File: src/rtl/serial_sub_pkg.sv
// serial_subtractor shared types: FSM state encoding and count sizing.
// Signed-overflow support is compiled in with SERIAL_SUB_OVF_EN.
package serial_sub_pkg;

  typedef enum logic [1:0] {
    IDLE,
    SHIFT,
    DONE
  } state_t;

  // One spare bit keeps the WIDTH-1 terminal compare from wrapping
  function automatic int cnt_w(input int w);
    return $clog2(w) + 1;
  endfunction

endpackage

File: src/rtl/serial_sub_cell.sv
// One-bit full subtractor: di = ai - bi - br, bo = borrow out.
// Purely combinational so it can be unit-tested in isolation.
module serial_sub_cell
  import serial_sub_pkg::*;
(
  input  logic ai,
  input  logic bi,
  input  logic br,
  output logic di,
  output logic bo
);

  logic w_x;

  assign w_x = ai ^ bi;
  assign di  = w_x ^ br;
  assign bo  = (~ai & bi) | (~w_x & br);

endmodule

File: src/rtl/serial_subtractor.sv
// Bit-serial subtractor, one difference bit per clock, LSB first.
// Define SERIAL_SUB_OVF_EN to enable the signed-overflow flag.
module serial_subtractor
  import serial_sub_pkg::*;
#(
  parameter int WIDTH = 4
) (
  input  logic             clk,
  input  logic             rst_n,
  input  logic             start,
  input  logic [WIDTH-1:0] a,
  input  logic [WIDTH-1:0] b,
  input  logic             bin,
  output logic             busy,
  output logic             done,
  output logic [WIDTH-1:0] d,
  output logic             bout,
  output logic             ovf
);

  localparam int CW = cnt_w(WIDTH);
  localparam logic [CW-1:0] LAST = CW'(WIDTH - 1);

  state_t           r_state;
  logic [WIDTH-1:0] r_a_sr;
  logic [WIDTH-1:0] r_b_sr;
  logic [WIDTH-1:0] r_res;
  logic [CW-1:0]    r_cnt;
  logic             r_br;
  logic             r_busy;
  logic             r_done;
  logic [WIDTH-1:0] r_d;
  logic             r_bout;
  logic             w_di;
  logic             w_bo;
  logic [WIDTH-1:0] w_res_nxt;

`ifdef SERIAL_SUB_OVF_EN
  logic r_amsb;
  logic r_bmsb;
  logic r_ovf;
`endif

  serial_sub_cell u_cell (
    .ai (r_a_sr[0]),
    .bi (r_b_sr[0]),
    .br (r_br),
    .di (w_di),
    .bo (w_bo)
  );

  assign w_res_nxt = {w_di, r_res[WIDTH-1:1]};

  always_ff @(posedge clk or negedge rst_n) begin
    if (!rst_n) begin
      r_state <= IDLE;
      r_a_sr  <= '0;
      r_b_sr  <= '0;
      r_res   <= '0;
      r_cnt   <= '0;
      r_br    <= 1'b0;
      r_busy  <= 1'b0;
      r_done  <= 1'b0;
      r_d     <= '0;
      r_bout  <= 1'b0;
`ifdef SERIAL_SUB_OVF_EN
      r_amsb  <= 1'b0;
      r_bmsb  <= 1'b0;
      r_ovf   <= 1'b0;
`endif
    end else begin
      unique case (r_state)
        IDLE, DONE: begin
          r_done <= 1'b0;
          if (start) begin
            r_a_sr  <= a;
            r_b_sr  <= b;
            r_br    <= bin;
            r_cnt   <= '0;
            r_busy  <= 1'b1;
            r_state <= SHIFT;
`ifdef SERIAL_SUB_OVF_EN
            r_amsb  <= a[WIDTH-1];
            r_bmsb  <= b[WIDTH-1];
`endif
          end else begin
            r_state <= IDLE;
          end
        end
        SHIFT: begin
          r_a_sr <= r_a_sr >> 1;
          r_b_sr <= r_b_sr >> 1;
          r_res  <= w_res_nxt;
          r_br   <= w_bo;
          r_cnt  <= r_cnt + CW'(1);
          if (r_cnt == LAST) begin
            r_state <= DONE;
            r_busy  <= 1'b0;
            r_done  <= 1'b1;
            r_d     <= w_res_nxt;
            r_bout  <= w_bo;
`ifdef SERIAL_SUB_OVF_EN
            // Final cell output is the result MSB
            r_ovf   <= (r_amsb != r_bmsb) && (w_di != r_amsb);
`endif
          end
        end
        default: r_state <= IDLE;
      endcase
    end
  end

  assign busy = r_busy;
  assign done = r_done;
  assign d    = r_d;
  assign bout = r_bout;
`ifdef SERIAL_SUB_OVF_EN
  assign ovf  = r_ovf;
`else
  assign ovf  = 1'b0;
`endif

endmodule

File: config.mk
export PLATFORM = sky130hd
export DESIGN_NAME = serial_subtractor
export DESIGN_NICKNAME = d
export VERILOG_FILES = /design/src/rtl/serial_sub_pkg.sv /design/src/rtl/serial_sub_cell.sv /design/src/rtl/serial_subtractor.sv
export SDC_FILE = /design/constraint.sdc
export NUM_CORES = 1
export LEC_CHECK = 0
export CORE_UTILIZATION = 46
export CTS_CLUSTER_DIAMETER = 100
export DETAILED_ROUTE_END_ITERATION = 8
export GPL_TIMING_DRIVEN = 0
export HOLD_SLACK_MARGIN = 0.15
export PLACE_DENSITY = 0.84
export SLEW_MARGIN = 20
export SYNTH_ARGS = -nofsm -noshare
export SYNTH_HDL_FRONTEND = slang
export SYNTH_SLANG_ARGS = --single-unit
File: constraint.sdc
create_clock -name clk -period 1.57 [get_ports clk]
set_clock_uncertainty 0.2 [all_clocks]
set_input_delay 0.314 -clock clk [delete_from_list [all_inputs] [get_ports clk]]
set_output_delay 0.314 -clock clk [all_outputs]
set_load 0.005 [all_outputs]
Word level (Yosys, flattened, before mapping)
Index checks and enable logic that the tools add are counted.
- bits in registers: 25
- logic and storage cells: 46
- output and inout bits: 8
- add/sub/neg operators: 1
- reductions and logical operators: 7
- bitwise operators: 7
- muxes and demuxes: 16
- equality and inequality tests: 5
- operators by type and width (cell ; count):
    case mux 4 bit (2 select lines) ; 2
    two-way mux 4 bit ; 2
    case mux 1 bit (2 select lines) ; 3
    case mux 3 bit (2 select lines) ; 1
    AND reduction 2 bit ; 3
    two-way mux 1 bit ; 5
    inequality test 2 bit (second input constant) ; 2
    case mux 2 bit (2 select lines) ; 1
    adder 3 x 1 -> 3 bit (second input constant) ; 1
    == test 3 x 2 -> 1 bit (second input constant) ; 1
    two-way mux 3 bit ; 1
    AND reduction 3 bit ; 1
    AND 1 bit ; 2
    == test 2 x 1 -> 1 bit (second input constant) ; 1
    == test 2 bit (second input constant) ; 1
    logical NOT 2 bit ; 1
    two-way mux 2 bit ; 1
    NOT 1 bit ; 2
    nonzero test 2 bit ; 1
    OR reduction 2 bit ; 1
    bitwise XOR 1 bit ; 2
    bitwise OR 1 bit ; 1

Logic depth before layout (Yosys ltp)
- depth in word-level cells: 5
- gate-level depth with buffers: 5
- depth with buffers taken out: 5

By module
A second synthesis with hierarchy kept.
- cell total of the unflattened synthesis: 102
- area total of the unflattened synthesis: 1163.6 µm²
- modules (own cells, without submodules) (module ; times used ; seq. area each (µm²) ; cells each ; area each (µm²)):
    serial_subtractor ; 1 ; 600.6 ; 98 ; 1132.3
    serial_sub_cell ; 1 ; 0.0 ; 4 ; 31.3

Worst setup path before layout
OpenSTA, ideal clock, no wires.
- kind: register -> register
- from: register r_cnt[0]
- to: register r_d[0], in the netlist d[0]
- path slack: 0.020 ns
- buffers on the path: 0
- arrival: 1.225 ns
- stages on the path, launching flop included: 5
- setup time: 0.125 ns
- cell sequence: dfrtp_1 -> ha_1 -> ha_1 -> nand3b_4 -> mux2_4
- word-level cells in the longest chain between the ends: 2
- RTL lines (item ; RTL line ; RTL):
    start: declaration ; serial_subtractor.sv:28 ; logic [CW-1:0] r_cnt;
    start signal: assignment ; serial_subtractor.sv:95 ; r_cnt <= r_cnt + CW'(1);
    == test 3 x 2 -> 1 bit ; serial_subtractor.sv:96 ; if (r_cnt == LAST) begin
    AND reduction 2 bit (no line) ; - ;
    end signal: assignment ; serial_subtractor.sv:100 ; r_d <= w_res_nxt;
    end: declaration ; serial_subtractor.sv:32 ; logic [WIDTH-1:0] r_d;
Every way passes these cells.
A chain may end at the register's enable or synchronous reset.

Worst setup path in the final report
Ends and elaborated chain as after synthesis.

==> flow_summary_export.csv <==
group,metric,value,unit
cts,cts_tree,"built",
floorplan,die_h,52.8,um
cts,clkTransAtPathRegs,0.13,ns
yosys,postSynthAreaPerCell,11.5,um2
route,drt_first_pass_iters,3,
worst_setup_path,critical_path.max_fanout,5,
timing,worstMarginPinSlew,0.535,ns
timing,setup_tns,0,ns
grt,grt_overflow,0,
flow_run,max_cap_violations,0,
route,route.detailed.drc,0,
timing,finalWorstSetupSlack,0.0307,ns
cells_and_area,final_common_cell,"dfrtp_1",
grt,grt_pass1_wl,3550,um
cells_and_area,area_growth,26.8,%
cts,cts.sinks,24,
floorplan,die_area,2780,um2
worst_setup_path,crit_chain,"ha_1 > ha_4 > nand3b_4 > mux2_4",
timing,finalCritPeriodShare,98.0,%
power,leakagePower,0.714,nW
power,vdd_ir_drop_max,0.00129,V
cts,clockBufferDepth,2,
worst_setup_path,cp.buffers_inverters,0,
power,power_density,1820,nW/um2
worst_setup_path,required,1.59,ns
timing,rsz0062_at_grt,"false",
cts,root_buffer,"clkbuf_4",
grt,grt_usage,18.0,%
yosys,synth_area_leaders,"dfrtp_1 51%, mux2i_1 6.8%, mux2_4 5.1%, a211oi_1 3.8%, nor2b_1 3.7%",
floorplan,start_util,48.3,%
placed_design,gp_congestion,0.734,
yosys,synth_top_area_cell,"dfrtp_1",
grt,grt_pass1_vias,795,
yosys,yosysWarnings,0,
yosys,syn-cell-area,1180,um2
floorplan,fp.dieW,52.8,um
worst_setup_path,cpPeakStageDelay,0.40,ns
cells_and_area,nets,149,
worst_setup_path,crit_family,"flip-flops",
yosys,synth_seq_cells,24,
yosys,synth_ff_type,"dfrtp_1",
floorplan,rows,18,
cts,numCtsBuffers,3,
yosys,synth_top_area_share,50.7,%
cells_and_area,final_layout_size_suffix_gt1_share,21.1,%
cells_and_area,final_cell_mix,"24 x dfrtp_1, 10 x nand2_1, 10 x clkdlybuf4s50_1, 9 x buf_4, 8 x mux2i_1",
worst_setup_path,worst_setup_path_end_kind,"flop",
cells_and_area,fin_cells,163,
timing,fmax,0.650,GHz
worst_setup_path,rrSetupSlack,0.03,ns
worst_hold_path,worst_hold_path_type,"in2async",
grt,grt_max_degree,25,
timing,finalMaxSlewViolations,0,
grt,antenna_found_initial,0,
cts,clock_latency,0.32,ns
cells_and_area,fill_cells,199,
timing,fin_crit,1.54,ns
route,ant_nets,0,
cts,htree_levels,1,
floorplan,core,2450,um2
worst_setup_path,cp.arrival,1.56,ns
yosys,ys_async_sr_fraction,100,%
placed_design,port_buffers,18,
worst_setup_path,slowest_stage,"dfrtp_1",
route,via_per_inst,5.18,
placed_design,dp_slack,-0.273,ns
yosys,synth_enable_flop_cells,0,
route,totalWireLength,2180,um
yosys,synth_nets,118,
route,dr_total_vias,845,
route,post_drt_wl_per_cell,13.3,um
run_status,status,"finished clean",
timing,slew-limit-headroom,64.3,%
worst_setup_path,start_kind,"flop",
route,drt_iter0_markers,7,
placed_design,placedCellCount,151,
timing,finalSetupViolCount,0,
cells_and_area,diodes,0,
floorplan,ioPinCount,20,
placed_design,dp_hpwl,1570,um
yosys,synthCells,103,
timing,final-hold-violation-count,0,
yosys,synth_cell_types,30,
worst_setup_path,crit_type,"reg2reg",
yosys,ys_seq_area_share,50.7,%
-- logic make-up (layout without fill, tap and decap cells) --
family          after synthesis  count (layout)  synth area share, %
compound gates               24              24                 13.0
flops                        24              24                 50.7
simple gates                 24              24                 11.8
mux                          14              14                 13.7
buf+inv                      12              42                 5.91
fa+ha+maj                     3               3                 3.80
other cells                   1               1                0.316
xor+xnor                      1               1                0.739
-- flip-flops by register name, summed over array words and instances (netlist names) --
signal and count:
d 4, r_a_sr 4, r_b_sr 4, r_cnt 3, r_res 3, r_state 2
bout 1, busy 1, done 1, r_br 1
-- where the power goes --
part / switching (W) / internal, W
registers: 0.000171 / 0.000905
clock network: 0.000190 / 0.000142
logic: 0.000589 / 0.000741
-- layer usage --
metal / up-vias / routed length (um) / GRT usage (%)
li1: 414 / - / -
met1: 413 / 997 / 23.7
met2: 14 / 1090 / 29.1
met3: 4 / 51 / 2.61
met4: 0 / 37 / 7.89
met5: - / 0 / 0
-- final cells by class --
class | instances | area, um2 | share of cell area [%]
Clock buffer | 4 | 36.3 | 2.41
Sequential cell | 24 | 601 | 40.0
Buffer | 6 | 47.5 | 3.16
Timing Repair Buffer | 26 | 229 | 15.2
Tap cell | 30 | 37.5 | 2.50
Multi-Input combinational cell | 67 | 529 | 35.2
Inverter | 6 | 22.5 | 1.50
-- stage by stage --
| stage | hold slack [ns] | util [%] | power (W) | area [um2] |
|---|---|---|---|---|
| floorplan | -0.182 | - | 0.00194 | 1180 |
| global placement | 0.260 | 57.1 | 0.00228 | 1400 |
| detailed placement | 0.276 | 57.1 | 0.00235 | 1400 |
| CTS | 0.307 | 60.5 | 0.00273 | 1490 |
| global route | 0.336 | 61.2 | 0.00295 | 1500 |
| finish | 0.290 | 61.2 | 0.00274 | 1500 |
-- final timing paths --
kind,cells past startpoint,endpoint,from
max,4,d[0]$_DFFE_PN0P_,r_cnt[0]$_DFFE_PN0P_
min,2,d[1]$_DFFE_PN0P_,rst_n
max reg2reg,4,d[0]$_DFFE_PN0P_,r_cnt[0]$_DFFE_PN0P_
min reg2reg,2,bout$_DFFE_PN0P_,bout$_DFFE_PN0P_
max in group asynchronous,2,r_b_sr[1]$_DFFE_PN0P_,rst_n
min in group clk,2,bout$_DFFE_PN0P_,bout$_DFFE_PN0P_
-- timing repair --
| item | CTS | global route |
|---|---|---|
| resized for setup | 8 | 2 |
| setup endpoints to repair | 11 | 6 |
| endpoints found under the hold margin | 0 | 24 |
| pin swaps | 1 | 1 |
| setup buffers | 7 | 0 |
| hold buffers | 0 | 1 |
-- synthesized netlist by cell type (all sizes together) (3+ instances only) --
master and count:
dfrtp 24, nand2 10, mux2i 8, nor2b 7, a211oi 6, a21oi 6, buf 6, inv 6
mux2 6, o21ai 5, a22o 3
Power figures use the tool's default switching activity.
